### src/rtl/cmsdk_mcu_ahb_slave_mux_pkg.sv
// ----------------------------------------------------------------------------
// cmsdk_mcu_ahb_pkg
// Shared definitions for the CPU AHB-Lite data-phase response mux:
//   - HTRANS encodings
//   - slot indices for the decoder select vector (default slave is the top slot)
//   - default-slave FSM state encoding
// ----------------------------------------------------------------------------
package cmsdk_mcu_ahb_pkg;

  typedef enum logic [1:0] {
    HTRANS_IDLE   = 2'b00,
    HTRANS_BUSY   = 2'b01,
    HTRANS_NONSEQ = 2'b10,
    HTRANS_SEQ    = 2'b11
  } htrans_e;

  localparam int SLOT_FLASH  = 0;
  localparam int SLOT_DMA    = 1;
  localparam int SLOT_SDRAM  = 2;
  localparam int SLOT_APBBUS = 3;
  localparam int SLOT_CPU2   = 4;
  localparam int SLOT_DEF    = 5;

  typedef enum logic [1:0] {
    DS_IDLE = 2'b00,
    DS_ERR1 = 2'b01,
    DS_ERR2 = 2'b10
  } ds_state_e;

endpackage

### src/rtl/cmsdk_mcu_ahb_slave_mux_if.sv
// ----------------------------------------------------------------------------
// cmsdk_mcu_ahb_slave_mux_if
// Bus bundle between the address decoder / slaves and the response mux.
//   slave  modport : the mux side (takes address phase + slave responses,
//                    returns the muxed response to the master)
//   master modport : the environment side driving the mux
// Signals:
//   haddr, htrans, hready          address-phase bus signals
//   hsel_vec, defslv_hsel          decoder selects (external slots / unmapped)
//   slv_hrdata/hreadyout/hresp     per-slave data-phase responses
//   hrdata, hready_out, hresp      muxed response to the master
// ----------------------------------------------------------------------------
interface cmsdk_mcu_ahb_slave_mux_if #(
  parameter int NUM_SLV = 5,
  parameter int DW      = 32
);
  logic [31:0]         haddr;
  logic [1:0]          htrans;
  logic                hready;
  logic [NUM_SLV-1:0]  hsel_vec;
  logic                defslv_hsel;
  logic [NUM_SLV*DW-1:0] slv_hrdata;
  logic [NUM_SLV-1:0]  slv_hreadyout;
  logic [NUM_SLV-1:0]  slv_hresp;
  logic [DW-1:0]       hrdata;
  logic                hready_out;
  logic                hresp;

  modport slave (
    input  haddr, htrans, hready, hsel_vec, defslv_hsel,
    input  slv_hrdata, slv_hreadyout, slv_hresp,
    output hrdata, hready_out, hresp
  );

  modport master (
    output haddr, htrans, hready, hsel_vec, defslv_hsel,
    output slv_hrdata, slv_hreadyout, slv_hresp,
    input  hrdata, hready_out, hresp
  );
endinterface

### src/rtl/cmsdk_mcu_ahb_slave_mux_default_slave.sv
// ----------------------------------------------------------------------------
// cmsdk_mcu_ahb_default_slave
// Built-in default slave for unmapped / invalid selects. Answers every active
// transfer with a two-cycle AHB ERROR and keeps debug state.
// Ports:
//   hclk, hreset     clock, synchronous active-high reset
//   hready, htrans   address-phase qualifiers
//   haddr            address-phase HADDR (captured on an errored transfer)
//   def_sel          address-phase select resolved to the default slot
//   hreadyout, hresp this slave's data-phase response
//   err_count        saturating count of completed ERROR responses
//   err_addr         HADDR of the most recent errored transfer
// ----------------------------------------------------------------------------
module cmsdk_mcu_ahb_default_slave
  import cmsdk_mcu_ahb_pkg::*;
#(
  parameter int ERRCNT_W = 8
) (
  input  logic                hclk,
  input  logic                hreset,
  input  logic                hready,
  input  logic [1:0]          htrans,
  input  logic [31:0]         haddr,
  input  logic                def_sel,
  output logic                hreadyout,
  output logic                hresp,
  output logic [ERRCNT_W-1:0] err_count,
  output logic [31:0]         err_addr
);

  ds_state_e state_q, state_d;
  logic      start;
  logic      addr_load;
  logic      cnt_inc;

  // BUSY and IDLE get a zero-wait OKAY; only NONSEQ/SEQ are errored.
  assign start = hready && def_sel && (htrans inside {HTRANS_NONSEQ, HTRANS_SEQ});

  // NOTE: state and debug registers use non-blocking assignments so every
  // flop samples pre-edge values regardless of process ordering.
  always_ff @(posedge hclk) begin
    if (hreset) begin
      state_q   <= DS_IDLE;
      err_count <= '0;
      err_addr  <= '0;
    end else begin
      state_q <= state_d;
      if (addr_load) err_addr <= haddr;
      if (cnt_inc && (err_count != '1)) err_count <= err_count + 1'b1;
    end
  end

  // NOTE: every output of this block is given a default before the case so
  // no path leaves a value unassigned and no latch is inferred.
  always_comb begin
    state_d   = state_q;
    hreadyout = 1'b1;
    hresp     = 1'b0;
    addr_load = 1'b0;
    cnt_inc   = 1'b0;
    unique case (state_q)
      DS_IDLE: begin
        if (start) begin
          state_d   = DS_ERR1;
          addr_load = 1'b1;
        end
      end
      DS_ERR1: begin
        hreadyout = 1'b0;
        hresp     = 1'b1;
        state_d   = DS_ERR2;
      end
      DS_ERR2: begin
        hresp   = 1'b1;
        cnt_inc = 1'b1;
        // hready is high here, so a pending active transfer chains straight
        // into the next error without an IDLE gap.
        if (start) begin
          state_d   = DS_ERR1;
          addr_load = 1'b1;
        end else begin
          state_d = DS_IDLE;
        end
      end
      default: state_d = DS_IDLE;
    endcase
  end

endmodule

### src/rtl/cmsdk_mcu_ahb_slave_mux.sv
// ----------------------------------------------------------------------------
// cmsdk_mcu_ahb_slave_mux
// Data-phase response mux downstream of the CPU AHB-Lite address decoder.
// Registers {defslv_hsel, hsel_vec} in the address phase and routes the
// selected slave's HRDATA/HREADYOUT/HRESP to the master in the data phase.
// A non-one-hot select is treated as a default-slave select.
// Ports:
//   hclk, hreset  clock, synchronous active-high reset
//   bus           cmsdk_mcu_ahb_slave_mux_if.slave bus bundle
//   err_count     default-slave saturating error count
//   err_addr      HADDR of the last default-slave errored transfer
// ----------------------------------------------------------------------------
module cmsdk_mcu_ahb_slave_mux
  import cmsdk_mcu_ahb_pkg::*;
#(
  parameter int NUM_SLV  = 5,
  parameter int DW       = 32,
  parameter int ERRCNT_W = 8
) (
  input  logic                  hclk,
  input  logic                  hreset,
  cmsdk_mcu_ahb_slave_mux_if.slave bus,
  output logic [ERRCNT_W-1:0]   err_count,
  output logic [31:0]           err_addr
);

  // Default slot sits just above the external slots.
  localparam int DEF = NUM_SLV;

  logic [NUM_SLV:0] sel_d, sel_q;
  logic             addr_def_sel;
  logic             data_def_sel;
  logic             ds_hreadyout;
  logic             ds_hresp;
  logic [DW-1:0]    hrdata_mux;
  logic             hready_mux;
  logic             hresp_mux;

  assign sel_d        = {bus.defslv_hsel, bus.hsel_vec};
  assign addr_def_sel = !$onehot(sel_d) || sel_d[DEF];
  assign data_def_sel = !$onehot(sel_q) || sel_q[DEF];

  // Capture only when the bus is ready; a stalled data phase keeps its select.
  always_ff @(posedge hclk) begin
    if (hreset) begin
      sel_q      <= '0;
      sel_q[DEF] <= 1'b1;
    end else if (bus.hready) begin
      sel_q <= sel_d;
    end
  end

  cmsdk_mcu_ahb_default_slave #(
    .ERRCNT_W (ERRCNT_W)
  ) u_default_slave (
    .hclk      (hclk),
    .hreset    (hreset),
    .hready    (bus.hready),
    .htrans    (bus.htrans),
    .haddr     (bus.haddr),
    .def_sel   (addr_def_sel),
    .hreadyout (ds_hreadyout),
    .hresp     (ds_hresp),
    .err_count (err_count),
    .err_addr  (err_addr)
  );

  always_comb begin
    hrdata_mux = '0;
    hready_mux = ds_hreadyout;
    hresp_mux  = ds_hresp;
    if (!data_def_sel) begin
      for (int i = 0; i < NUM_SLV; i++) begin
        if (sel_q[i]) begin
          hrdata_mux = bus.slv_hrdata[i*DW +: DW];
          hready_mux = bus.slv_hreadyout[i];
          hresp_mux  = bus.slv_hresp[i];
        end
      end
    end
  end

  assign bus.hrdata     = hrdata_mux;
  assign bus.hready_out = hready_mux;
  assign bus.hresp      = hresp_mux;

endmodule

### src/flat_wrapper.sv
// flat-port wrapper written by rule: the top's interface ports become plain ports
module cmsdk_mcu_ahb_slave_mux_flat import cmsdk_mcu_ahb_pkg::*;
#(
  parameter int NUM_SLV  = 5,
  parameter int DW       = 32,
  parameter int ERRCNT_W = 8
)
  (hclk, hreset, err_count, err_addr, bus_haddr, bus_htrans, bus_hready, bus_hsel_vec, bus_defslv_hsel, bus_slv_hrdata, bus_slv_hreadyout, bus_slv_hresp, bus_hrdata, bus_hready_out, bus_hresp);
  cmsdk_mcu_ahb_slave_mux_if #(.NUM_SLV(NUM_SLV), .DW(DW)) bus_i ();
  input  logic hclk;
  input  logic hreset;
  output logic [ERRCNT_W-1:0] err_count;
  output logic [31:0] err_addr;
  input wire logic [$bits(bus_i.haddr)-1:0] bus_haddr;
  input wire logic [$bits(bus_i.htrans)-1:0] bus_htrans;
  input wire logic [$bits(bus_i.hready)-1:0] bus_hready;
  input wire logic [$bits(bus_i.hsel_vec)-1:0] bus_hsel_vec;
  input wire logic [$bits(bus_i.defslv_hsel)-1:0] bus_defslv_hsel;
  input wire logic [$bits(bus_i.slv_hrdata)-1:0] bus_slv_hrdata;
  input wire logic [$bits(bus_i.slv_hreadyout)-1:0] bus_slv_hreadyout;
  input wire logic [$bits(bus_i.slv_hresp)-1:0] bus_slv_hresp;
  output wire logic [$bits(bus_i.hrdata)-1:0] bus_hrdata;
  output wire logic [$bits(bus_i.hready_out)-1:0] bus_hready_out;
  output wire logic [$bits(bus_i.hresp)-1:0] bus_hresp;
  assign bus_i.haddr = bus_haddr;
  assign bus_i.htrans = bus_htrans;
  assign bus_i.hready = bus_hready;
  assign bus_i.hsel_vec = bus_hsel_vec;
  assign bus_i.defslv_hsel = bus_defslv_hsel;
  assign bus_i.slv_hrdata = bus_slv_hrdata;
  assign bus_i.slv_hreadyout = bus_slv_hreadyout;
  assign bus_i.slv_hresp = bus_slv_hresp;
  assign bus_hrdata = bus_i.hrdata;
  assign bus_hready_out = bus_i.hready_out;
  assign bus_hresp = bus_i.hresp;
  cmsdk_mcu_ahb_slave_mux #(.NUM_SLV(NUM_SLV), .DW(DW), .ERRCNT_W(ERRCNT_W)) u_core (.hclk(hclk), .hreset(hreset), .bus(bus_i), .err_count(err_count), .err_addr(err_addr));
endmodule
### config.mk
export PLATFORM = sky130hd
export DESIGN_NAME = cmsdk_mcu_ahb_slave_mux_flat
export DESIGN_NICKNAME = d
export VERILOG_FILES = /design/src/rtl/cmsdk_mcu_ahb_slave_mux_pkg.sv /design/src/rtl/cmsdk_mcu_ahb_slave_mux_if.sv /design/src/rtl/cmsdk_mcu_ahb_slave_mux_default_slave.sv /design/src/rtl/cmsdk_mcu_ahb_slave_mux.sv /design/src/flat_wrapper.sv
export SDC_FILE = /design/constraint.sdc
export NUM_CORES = 1
export LEC_CHECK = 0
export CORE_AREA = 2 2 113 115
export CTS_CLUSTER_SIZE = 16
export DETAILED_ROUTE_END_ITERATION = 10
export DIE_AREA = 0 0 115 117
export HOLD_SLACK_MARGIN = 0.1
export PLACE_DENSITY = 0.79
export SLEW_MARGIN = 20
export SYNTH_ARGS = -nofsm -noshare
export SYNTH_HDL_FRONTEND = slang
export SYNTH_SLANG_ARGS = --single-unit
### constraint.sdc
create_clock -name hclk -period 3 [get_ports hclk]
set_input_delay 0.3 -clock hclk [delete_from_list [all_inputs] [get_ports hclk]]
set_output_delay 0.3 -clock hclk [all_outputs]
set_load 0.01 [all_outputs]
==> flow_summary.yaml <==
status:
  status: "finished with violations"
  violations: "negative setup slack"
synth:
  yosysSeqAreaShare: 0.237
  syn_avg_cell_area_um2: 8.19
  syn_area_um2: 4060
  synth_nets: 726
  syn_inst: 495
  synth_flop_cell: "dfxtp_1"
  synth.ff_latch_count: 48
  yosysWarnings: 0
  synth_cell_types: 43
  synthArstFlopShare: 0
  synth_edf_count: 0
routing:
  ant_nets: 0
  wire_per_inst_um: 18.6
  drc: 0
  drtIter0Drc: 255
  vias_per_cell: 5.38
  via_count: 4960
  totalWireLength_um: 17200
  first_pass_iters: 5
setup_path:
  worstSetupEndpointType: "output pin"
  critPathMaxFanout: 7
  worst_setup_path_start_kind: "register"
  cp.arrival_ns: 2.92
  worstPathRequired_ns: 2.70
  worstSetupPathType: "reg -> out"
timing:
  slew_viol_final: 0
  worst_slew_pin_slew_ns: 0.891
  setup_viol: 34
  fin_skew_ns: 0.00676
  slew_headroom: 0.404
  hold_viol: 0
  setup_ws_ns: -0.220
  rsz0062_at_grt: "yes"
  period_share: 1.07
  fmax_mhz: 311
  fin_crit_ns: 3.22
pwr:
  p_switching_uw: 726
  pwr-share-comb: 0.422
  switching_share: 0.295
  peakVddDrop_uv: 467
  p_clk_frac: 0.297
  p_leak_uw: 0.00294
  seqPwrFrac: 0.282
  internal_power_uw: 1740
  cellPowerDensity_nw_per_um2: 334
layout:
  final_common_cell: "clkdlybuf4s50_1"
  synthToLayoutAreaGrowth_pct: 81.6
  layoutNonFillerInstCount: 922
  fillers: 1036
  nNetsFinal: 999
  drive_gt1_frac: 0.198
  layout_common_cells: "clkdlybuf4s50_1 (251), a21oi_1 (73), nand2_1 (67)"
  design_area_um2: 7370
floorplanning:
  fp.coreArea_um2: 12300
  die_h_um: 117
  ioPinCount: 287
  row_count: 41
  initial_core_util: 0.329
  die_w_um: 115
  die_area_um2: 13500
clocking:
  cts_root_buf: "clkbuf_16"
  cts_buffer_depth: 2
  clock_sinks: 48
  clock_latency_ns: 0.29
  cts_tree: "done"
  path_clk_slew_ns: 0.07
  cts_buffers: 5
  ctsHoldBuffers: 0
  cts.htree.levels: 2
global_routing:
  grt_pass1_vias: 4696
  grt_first_pass_wirelength_um: 24400
  grt_antenna_before_repair: 3
  grt_usage: 0.229
  overflow: 0
  grt_max_degree: 70
job:
  cap_viol_max_count: 0
placement:
  dp_hpwl_um: 12200
  placed_cell_area_um2: 6950
  gp_congestion: 0.911
  dp.cells: 893
  portBuffers: 285
hold_path:
  min_path_type: "reg -> reg"
state kept, by name, summed over array words and instances, names as in the netlist:
name	count
u_core.u_default_slave.err_count	8
u_core.u_default_slave.state_q	2
u_core.u_default_slave.err_addr	32
u_core.sel_q	6
routing by layer:
metal	GRT usage	vias up	wire length, um
met3	0.0597	45	1450
met1	0.262	2351	6760
met4	0.0964	0	554
met2	0.407	241	8410
met5	0	-	0
li1	-	2323	-
synth_stat cells, drive strengths merged, types with 2 or more instances:
cell    instances  share of area
a221oi         33           0.12
buf            26          0.050
a221o          35          0.086
clkbuf         21          0.019
nor2b          37          0.059
a31oi           3         0.0046
fa              4          0.020
nor2           11          0.010
nand2          67          0.062
nand4           2         0.0031
mux2i           6          0.015
o211ai          2         0.0037
nor3           34          0.080
nand2b          2         0.0031
ha             14          0.043
and4            2         0.0043
dfxtp          48           0.24
a21oi          75          0.093
inv            52          0.048
and3            2         0.0031
xnor2           4         0.0086
or3             2         0.0031
kinds of logic after synthesis:
logic type	Yosys count	synth area share
simple gates	162	0.233
compound gates	156	0.322
buf+inv	99	0.117
flops	48	0.237
fa+ha+maj	18	0.0629
mux	7	0.0176
xor+xnor	5	0.0108
stage by stage:
| stage | hold WS, ns | setup WS (ns) | power [uW] | util | TNS (ns) |
|---|---|---|---|---|---|
| 6_report | 0.457 | -0.220 | 2460 | 0.598 | -5.81 |
| 5_1_grt | 0.476 | -0.315 | 2570 | 0.598 | -8.40 |
| 4_1_cts | 0.458 | -0.231 | 2390 | 0.577 | -3.57 |
| 3_5_place_dp | 0.449 | -0.448 | 1650 | 0.564 | -12.66 |
| 3_3_place_gp | 0.441 | -0.365 | 1620 | 0.564 | -9.92 |
| 2_1_floorplan | 0.422 | 0.256 | 1170 | - | 0 |
cell type report:
| cell class | count | area, um^2 | area share |
|---|---|---|---|
| flip-flops and latches | 48 | 973 | 0.132 |
| multi-input cells | 348 | 2740 | 0.372 |
| repair buffers | 313 | 3070 | 0.417 |
| diodes | 3 | 7.51 | 0.00102 |
| clock buffers | 5 | 125 | 0.0170 |
| well taps | 150 | 188 | 0.0255 |
| inverters | 52 | 195 | 0.0265 |
| clock inverters | 3 | 68.8 | 0.00934 |
power groups by stage:
stage / combinational [uW] / clock, uW / sequential [uW]
floorplan: 448 / 0 / 719
global placement: 914 / 0 / 704
detailed placement: 941 / 0 / 707
CTS: 968 / 734 / 693
global route: 1110 / 760 / 698
finish: 1040 / 731 / 694
critical path, cell delays in order, from the launching register on:
cell     delay (ns)
dfxtp_2        0.34
ha_2           0.17
inv_2          0.04
fa_1           0.53
inv_1          0.04
ha_1           0.27
or4_4          0.64
buf_16         0.20
buf_12         0.14
nor3_4         0.10
buf_2          0.15
worst paths after layout:
check | from | endpoint | slack [ns] | cells past startpoint
hold / removal | u_core.u_default_slave.err_addr[4] | u_core.u_default_slave.err_addr[4] | 0.46 | 2
setup / recovery | u_core.sel_q[5] | bus_hrdata[30] | -0.22 | 10
hold reg to reg | u_core.u_default_slave.err_addr[4] | u_core.u_default_slave.err_addr[4] | 0.46 | 2
setup reg to reg | u_core.u_default_slave.state_q[0] | u_core.u_default_slave.err_addr[9] | 1.28 | 7
timing repair:
item	in CTS	in global routing
pin swaps	1	36
gates cloned	3	2
buffers inserted	3	10
setup endpoints to repair	34	34
resized for setup	141	27
No activity file was read; power rests on OpenSTA's default activity.
